`src/rtl/pixel_frame_writer.sv`:
```
// Frame-buffer writer: buffers RGB888 pixels from the shader, converts them to RGB565
// and writes them at linear raster addresses through a req/ack memory port.
module pixel_frame_writer #(
  parameter int H_RES      = 32,
  parameter int V_RES      = 32,
  parameter int FIFO_DEPTH = 8,
  parameter int ADDR_BITS  = 10
) (
  input  logic                 clock,
  input  logic                 reset,
  input  logic                 in_wr_en,
  input  logic [2:0][7:0]      pixel_in,
  output logic                 in_full,
  output logic                 mem_req,
  output logic [ADDR_BITS-1:0] mem_addr,
  output logic [15:0]          mem_data,
  input  logic                 mem_ack,
  output logic                 frame_done,
  output logic                 overflow,
  output logic [0:0]           state_debug
);

  localparam int PTR_W        = $clog2(FIFO_DEPTH);
  localparam int CNT_W        = PTR_W + 1;
  localparam int FRAME_PIXELS = H_RES * V_RES;

  localparam logic [CNT_W-1:0]     CNT_FULL      = CNT_W'(FIFO_DEPTH);
  localparam logic [CNT_W-1:0]     CNT_THRESHOLD = CNT_W'(FIFO_DEPTH - 1);
  localparam logic [ADDR_BITS-1:0] LAST_ADDR     = ADDR_BITS'(FRAME_PIXELS - 1);

  localparam logic [0:0] ST_IDLE = 1'b0;
  localparam logic [0:0] ST_REQ  = 1'b1;

  // Handshake: a write is transferred on a rising clock edge where mem_req=1 and
  // mem_ack=1; mem_addr/mem_data hold steady from mem_req rising until that edge.

  logic [23:0]          fifo_mem [FIFO_DEPTH];
  logic [PTR_W-1:0]     wr_ptr;
  logic [PTR_W-1:0]     rd_ptr;
  logic [CNT_W-1:0]     count;
  logic [CNT_W-1:0]     count_next;
  logic                 push_q;
  logic                 head_ready;
  logic                 push;
  logic                 pop;
  logic                 drop;
  logic                 accept;
  logic [0:0]           state;
  logic [ADDR_BITS-1:0] addr_cnt;
  logic [23:0]          head;
  logic [15:0]          head_rgb565;

  // A freshly written entry becomes readable one cycle after its push edge.
  assign head_ready  = (count != '0) && !((count == CNT_W'(1)) && push_q);
  assign pop         = (state == ST_IDLE) && head_ready;
  assign push        = in_wr_en && ((count != CNT_FULL) || pop);
  assign drop        = in_wr_en && (count == CNT_FULL) && !pop;
  assign accept      = (state == ST_REQ) && mem_ack;
  assign count_next  = count + CNT_W'(push) - CNT_W'(pop);

  assign head        = fifo_mem[rd_ptr];
  assign head_rgb565 = {head[7:3], head[15:10], head[23:19]};

  assign mem_req     = (state == ST_REQ);
  assign state_debug = state;

  always_ff @(posedge clock) begin
    if (push) begin
      fifo_mem[wr_ptr] <= pixel_in;
    end
  end

  always_ff @(posedge clock or posedge reset) begin
    if (reset) begin
      wr_ptr   <= '0;
      rd_ptr   <= '0;
      count    <= '0;
      push_q   <= 1'b0;
      in_full  <= 1'b0;
      overflow <= 1'b0;
    end else begin
      if (push) begin
        wr_ptr <= wr_ptr + PTR_W'(1);
      end
      if (pop) begin
        rd_ptr <= rd_ptr + PTR_W'(1);
      end
      count   <= count_next;
      push_q  <= push;
      in_full <= (count_next >= CNT_THRESHOLD);
      if (drop) begin
        overflow <= 1'b1;
      end
    end
  end

  always_ff @(posedge clock or posedge reset) begin
    if (reset) begin
      state      <= ST_IDLE;
      mem_addr   <= '0;
      mem_data   <= '0;
      addr_cnt   <= '0;
      frame_done <= 1'b0;
    end else begin
      frame_done <= accept && (addr_cnt == LAST_ADDR);
      case (state)
        ST_IDLE: begin
          if (pop) begin
            mem_data <= head_rgb565;
            mem_addr <= addr_cnt;
            state    <= ST_REQ;
          end
        end
        ST_REQ: begin
          if (mem_ack) begin
            addr_cnt <= (addr_cnt == LAST_ADDR) ? '0 : addr_cnt + ADDR_BITS'(1);
            state    <= ST_IDLE;
          end
        end
        default: state <= ST_IDLE;
      endcase
    end
  end

endmodule

```
`config.mk`:
```
export PLATFORM = sky130hd
export DESIGN_NAME = pixel_frame_writer
export DESIGN_NICKNAME = d
export VERILOG_FILES = /design/src/rtl/pixel_frame_writer.sv
export SDC_FILE = /design/constraint.sdc
export NUM_CORES = 1
export LEC_CHECK = 0
export ABC_AREA = 1
export BUFFER_PORTS_ARGS = -buffer_cell sky130_fd_sc_hd__buf_2
export CORE_AREA = 3 3 100 141
export CTS_CLUSTER_SIZE = 20
export DETAILED_ROUTE_END_ITERATION = 12
export DIE_AREA = 0 0 103 144
export HOLD_SLACK_MARGIN = 0.06
export PLACE_DENSITY = 0.84
export RECOVER_POWER = 25
export SYNTH_ARGS = -nofsm -noshare
export SYNTH_HDL_FRONTEND = slang
export SYNTH_SLANG_ARGS = --single-unit
```
`constraint.sdc`:
```
create_clock -name clock -period 3.3 [get_ports clock]
set_input_delay 0.495 -clock clock [delete_from_list [all_inputs] [get_ports clock]]
set_output_delay 0.495 -clock clock [all_outputs]
set_load 0.01 [all_outputs]
```
==> metrics.txt, run 1 <==
critical path's slowest cell fa_1; Post-Synth XOR/XNOR Area 0.00907; Crit Reg-Reg Startpoint count[2]$_DFF_PP0_; Final setup viols 0; Die Area ~0.015 mm^2; Max-slew headroom 0.256; Synth Area in Compound Gates 0.0117; dpl hpwl between 8 and 9 mm; layout cell share with drive strength beyond 1 0.111; drt pass-1 iters 5; number of diodes 0; port buffer count 50; vias in the first global route about 4.9k; Initial DRC Count approximately 320; Worst Hold Class input port to async pin; crit path from count[2]$_DFF_PP0_; fraction of the mapped netlist area in simple logic gates 0.207; Seq/Total Area, Yosys 0.663; global-route wire length before repair 23.3 mm; fraction of synthesized area in multiplexers 0; Clock Latency Late Sink ~0.43 ns; CTS sink count 179; EDFF count, synth approximately 130; grt ovf 0; Detail Route Antenna Nets 0; WL final 14.9 mm; Synth area leaders edfxtp_1 50%, dfrtp_1 17%, nand2_1 12%, nand3_1 7.5%, inv_1 6.1%; fin worst setup slack 0.775 ns; Post-synth ARST share 0.285; CP required between 3 and 4 ns; post-layout min period ~2.5 ns; Cell Chain, Critical Path inv_1, ha_1, nand3_1, nand2_2, nand2_1, nand3_1, nand2_1, ha_1, inv_1, fa_1, inv_1, nand3_1, nand3_1; Final nets 846; Fin. Hold Viols 0; status finished clean; Vias roughly 5.1k; worst slack, placed between 0.7 and 0.8 ns; area of the core between 0.01 and 0.015 mm^2; worst setup path category flop to flop; vias per std cell approximately 5.2; Die Height between 100 and 150 um; P&R area growth vs syn 10.9%; initial antenna violation count 0; count of final max-slew check failures 0; Critical Path AT ~2.9 ns; clk buf depth 2; Top Ports 59; hold-fix buffer count after cts 0; top-count cell post-synth nand2_1; pin count of the biggest net entering global routing 66; clk root buf clkbuf_16; RSZ-0062 raised after global routing no; Final Cycle Share 0.765; DRC 0; post-CTS sizing 0; CTS tree done; clock skew around 0.010 ns; Most common cell on crit path nand3_1; Setup TNS Final 0 ns; TritonCTS Buffers 17; max_cap viols 0; Seq cells post-synth 179; Clk pin slew, worst setup/hold paths approximately 0.070 ns; Total GRT Usage 0.212; count of different cell masters after synthesis 24; Synth Flop Type edfxtp_1; maximum clock frequency ~400 MHz; crit-path max cell delay roughly 0.42 ns; Synth Area in Adders 0.0155; CP Capture Type flop; H-tree levels 4; drt wl/cell ~15 um; largest family of logic cells by synthesized area simple AND/OR/NAND/NOR gates; syn nets between 700 and 800; Synth area leader edfxtp_1; PD cells ~890 mW/mm^2; Synth Instances 759; Synth top cells by count 243 x nand2_1, 128 x edfxtp_1, 126 x inv_1; Leak 3.95 nW; post-synthesis average cell area approximately 10 um^2; Die W 103 um; Initial Util 0.600; IR drop worst, VDD around 0.68 mV; Synth top area share 0.498; setup repair bufs after CTS 0; Synth Warn # 0; Mapped Area roughly 0.0077 mm^2; Row Count slightly below 50; Final GP Congestion 0.797; crit path max fanout 19; worst slew pin tran around 1.1 ns; critical path launch point type flop
==> routing by layer <==
layer / wire [um] / global-route usage
met1: 5660 / 0.244
met2: 7890 / 0.368
met3: 954 / 0.0492
met4: 403 / 0.106
met5: 0 / 0
==> critical path: cells and delay by family (launching register included) <==
| family | cells | cell delay (ns) |
|---|---|---|
| buffers and inverters | 3 | 0.27 |
| adder cells (fa/ha/maj) | 3 | 0.78 |
| AND/OR/NAND/NOR | 7 | 1.07 |
| flip-flops | 1 | 0.36 |
==> sequential cells by signal (all words and copies together), names as in the netlist <==
signal      cells
mem_data       16
push_q          1
frame_done      1
mem_addr       10
addr_cnt       10
overflow        1
mem_req         1
in_full         1
wr_ptr          3
fifo_mem      128
count           4
rd_ptr          3
==> cell type report <==
class,instances,area (um^2)
multi-input cells,417,1880
fillers,927,4310
repair buffers,64,338
well taps,153,191
flip-flops and latches,179,5120
clock inverters,12,111
inverters,130,488
clock buffers,20,437
==> cells in the final DEF, fill, tap and decap left out, types with 2 or more instances in the layout <==
cell type,count
buf_2,36
buf_4,14
clkbuf_1,17
clkbuf_16,17
clkinv_2,3
clkinvlp_4,5
dfrtp_1,50
edfxtp_1,128
ha_1,8
inv_1,125
inv_2,5
nand2_1,243
nand2_2,2
nand3_1,115
nor2_1,17
nor2_2,3
o21ai_0,13
o21bai_1,2
xor2_1,7
==> power breakdown <==
| part | leakage, nW | internal, mW | switching [mW] |
|---|---|---|---|
| registers | 1.78 | 2.94 | 0.243 |
| clock network | 0.254 | 1.04 | 0.816 |
| logic | 1.91 | 0.845 | 1.76 |
| total | 3.95 | 4.83 | 2.82 |
==> stage by stage <==
stage	instances	util	area [um^2]	total power, mW	hold WS [ns]
finish	975	0.666	8570	7.64	0.169
floorplan	759	-	7720	5.19	0.480
global placement	943	0.624	8040	5.71	0.456
detailed placement	943	0.624	8040	5.82	0.461
global route	975	0.666	8570	8.15	0.225
CTS	975	0.667	8590	7.67	0.198
==> path summary, 6_finish.rpt <==
kind / end / slack, ns / cells after the start
min in group clock: mem_req$_DFF_PP0_ / 0.30 / 2
setup reg to reg: in_full$_DFF_PP0_ / 0.78 / 13
hold reg to reg: mem_data[4]$_DFFE_PP0P_ / 0.47 / 2
setup / recovery: in_full$_DFF_PP0_ / 0.78 / 13
max in group asynchronous: wr_ptr[0]$_DFFE_PP0P_ / 2.46 / 3
hold / removal: mem_data[2]$_DFFE_PP0P_ / 0.17 / 2
==> logic make-up (layout without fill, tap and decap cells) <==
family	after synthesis	count (layout)
XOR/XNOR	8	8
flip-flops	179	179
AO/OA/AOI/OAI	17	17
AND/OR/NAND/NOR	383	383
buffers and inverters	163	226
adder cells (fa/ha/maj)	9	9
No activity file was read; power rests on OpenSTA's default activity.
==> run 2: changes to the inputs <==
--- a/config.mk
+++ b/config.mk
@@ -7,12 +7,12 @@
 export LEC_CHECK = 0
 export ABC_AREA = 1
 export BUFFER_PORTS_ARGS = -buffer_cell sky130_fd_sc_hd__buf_2
-export CORE_AREA = 3 3 100 141
+export CORE_AREA = 3 3 106 148
 export CTS_CLUSTER_SIZE = 20
 export DETAILED_ROUTE_END_ITERATION = 12
-export DIE_AREA = 0 0 103 144
+export DIE_AREA = 0 0 109 151
 export HOLD_SLACK_MARGIN = 0.06
-export PLACE_DENSITY = 0.84
+export PLACE_DENSITY = 0.8
 export RECOVER_POWER = 25
 export SYNTH_ARGS = -nofsm -noshare
 export SYNTH_HDL_FRONTEND = slang
==> constraint.sdc (replaced) <==
create_clock -name clock -period 2.19 [get_ports clock]
set_input_delay 0.3285 -clock clock [delete_from_list [all_inputs] [get_ports clock]]
set_output_delay 0.3285 -clock clock [all_outputs]
set_load 0.01 [all_outputs]
==> run 2 against run 1 <==
Effect of this change:
- flip-flop and latch count did not move
- clock power rose by 56%
- via count rose by 2.2%
- non-clock buffer count rose by 11
- register-to-register slack got worse by 0.67 ns
- critical path depth did not move
- power rose by 56%
- hold slack got worse by 0.057 ns
- sequential power rose by 51%
==> metrics.txt, run 2 (same netlist as run 1, synthesis figures left out) <==
Die W 109 um (+5.8%); CP Capture Type flop; vias in the first global route 5042 (+2.5%); clock skew 0.0116 ns (+0.00117 ns); CTS sink count 179 (unchanged); Design Power 11.9 mW (+56%); CTS tree done; fin worst setup slack 0.101 ns (-0.675 ns); number of diodes 0 (unchanged); largest registers fifo_mem: 128 flops, mem_data: 16 flops; critical path launch point type flop; Worst Hold Class input port to flop; Clk pin slew, worst setup/hold paths 0.07 ns (about the same); Die Area 0.0165 mm^2 (+11%); H-tree levels 4 (unchanged); Reg with most FFs fifo_mem; Max-slew headroom 0.531 (+0.275); status finished clean; post-layout min period 2.09 ns (-0.435 ns); final std cells w/o fill 1022 (+4.8%); clk buf depth 2 (unchanged); Vias 5199 (+2.2%); Final Cycle Share 0.954 (+0.189); layout cell share with drive strength beyond 1 0.128 (+0.0177); max reg flops 128 (unchanged); IR drop worst, VDD 0.742 mV (+9.4%); critical path's slowest cell fa_1; FF+latch area 0.00512 mm^2 (unchanged); WL final 15.8 mm (+5.7%); Final GP Congestion 0.797 (about the same); drt pass-1 iters 4 (-1); pin count of the biggest net entering global routing 66 (unchanged); dpl hpwl 9.35 mm (+9.6%); Multi-input gate area 0.00191 mm^2 (+1.2%); Final setup viols 0 (unchanged); drt wl/cell 15.4 um (+0.82%); crit path max fanout 4 (-15); initial antenna violation count 1 (+1); sequential share of power 0.403 (-0.013); Clk network pwr share 0.243 (about the same); Top Ports 59 (unchanged); Filler Cell Count 1130 (+22%); Clock Latency Late Sink 0.42 ns (about the same); fin area 0.00880 mm^2 (+2.7%); P&R area growth vs syn 13.9%; commonest non-fill, non-tap cells in the layout 243 x nand2_1, 128 x edfxtp_1, 125 x inv_1, 113 x nand3_1, 50 x dfrtp_1; clk root buf clkbuf_16; worst slew pin tran 0.704 ns (-0.411 ns); Detail Route Antenna Nets 0 (unchanged); maximum clock frequency 479 MHz (+21%); Critical Path AT 2.46 ns (-0.42 ns); most common cell after layout, fill and taps aside nand2_1; Leak 4.06 nW (+2.8%); Net Switching 4.43 mW (+57%); crit-path max cell delay 0.37 ns (-0.05 ns); Row Count 52 (+6.1%); area of the core 0.0145 mm^2 (+13%); Die Height 151 um (+4.9%); grt ovf 0 (unchanged); TritonCTS Buffers 17 (unchanged); Initial DRC Count 354 (+9.3%); combinational share of power 0.354 (+0.014); Initial Util 0.532 (-0.0676); worst setup path category flop to flop; Fin. Hold Viols 0 (unchanged); max_cap viols 0 (unchanged); Most common cell on crit path inv_1; CP required 2.56 ns (-1.10 ns); placed cells 988 (+4.8%); count of final max-slew check failures 0 (unchanged); vias per std cell 5.09 (-2.5%); Sw Ratio 0.372 (+0.00318); Internal 7.49 mW (+55%); Final nets 857 (+1.3%); port buffer count 50 (unchanged); Cell Chain, Critical Path inv_1, ha_1, nand3_1, nand2_2, nor2_4, inv_1, nand2_1, ha_2, inv_1, fa_1, xnor2_1, nand3_2, nand3_2; worst slack, placed 0.0819 ns (-0.668 ns); DRC 0 (unchanged); global-route wire length before repair 24.9 mm (+7.0%); final core occ 0.606 (-0.0592); Post-DP Area 0.00821 mm^2 (+2.2%); Total GRT Usage 0.202 (-0.0103); PD cells 1350 mW/mm^2 (+52%)
## run 2: layer usage
metal  track usage  vias up  part of all wire
met3        0.0435       38             0.068
li1              -     2541                 -
met5             0        -           0.00083
met4         0.100        2             0.028
met2         0.341      173              0.52
met1         0.244     2445              0.38
## run 2: metrics by stage
step	hold WS, ns	setup TNS [ns]
3_3_place_gp	0.398	0
5_1_grt	0.124	-0.0293
4_1_cts	0.106	0
2_1_floorplan	0.425	0
6_report	0.112	0
3_5_place_dp	0.400	0
## run 2: critical path: cells and delay by family, from the launching register on
family	cells	cell delay, ns
flops	1	0.33
simple gates	6	0.56
xor+xnor	1	0.22
fa+ha+maj	3	0.75
buf+inv	3	0.18
## run 2: layout make-up
class / count / share of cell area
clock buffers: 19 / 0.0508
clock inverters: 13 / 0.0132
inverters: 130 / 0.0555
multi-input cells: 417 / 0.217
flip-flops and latches: 179 / 0.582
well taps: 189 / 0.0269
repair buffers: 75 / 0.0550
## run 2: path summary, 6_finish.rpt
check,start,to,slack [ns],depth (start not counted)
min in group asynchronous,reset,mem_addr[8]$_DFFE_PP0P_,0.49,4
max in group asynchronous,reset,rd_ptr[0]$_DFFE_PP0N_,1.43,4
min reg2reg,mem_data[2]$_DFFE_PP0P_,mem_data[2]$_DFFE_PP0P_,0.47,2
max,count[2]$_DFF_PP0_,in_full$_DFF_PP0_,0.10,13
max reg2reg,count[2]$_DFF_PP0_,in_full$_DFF_PP0_,0.10,13
min,mem_ack,mem_req$_DFF_PP0_,0.11,2
## run 2: repair_timing
item                                    CTS  global route
resized for setup                         0             5
buffers inserted                          0             1
endpoints found under the setup margin    0             1
endpoints found under the hold margin    51             0
hold buffers                              1             0
## run 2: power by group through the flow
stage,combinational [mW],clock (mW),sequential [mW]
2_1_floorplan,2.91,0,4.91
3_3_place_gp,4.01,0,4.83
3_5_place_dp,4.15,0,4.85
4_1_cts,4.19,2.93,4.79
5_1_grt,4.79,3.05,4.87
6_report,4.22,2.90,4.80
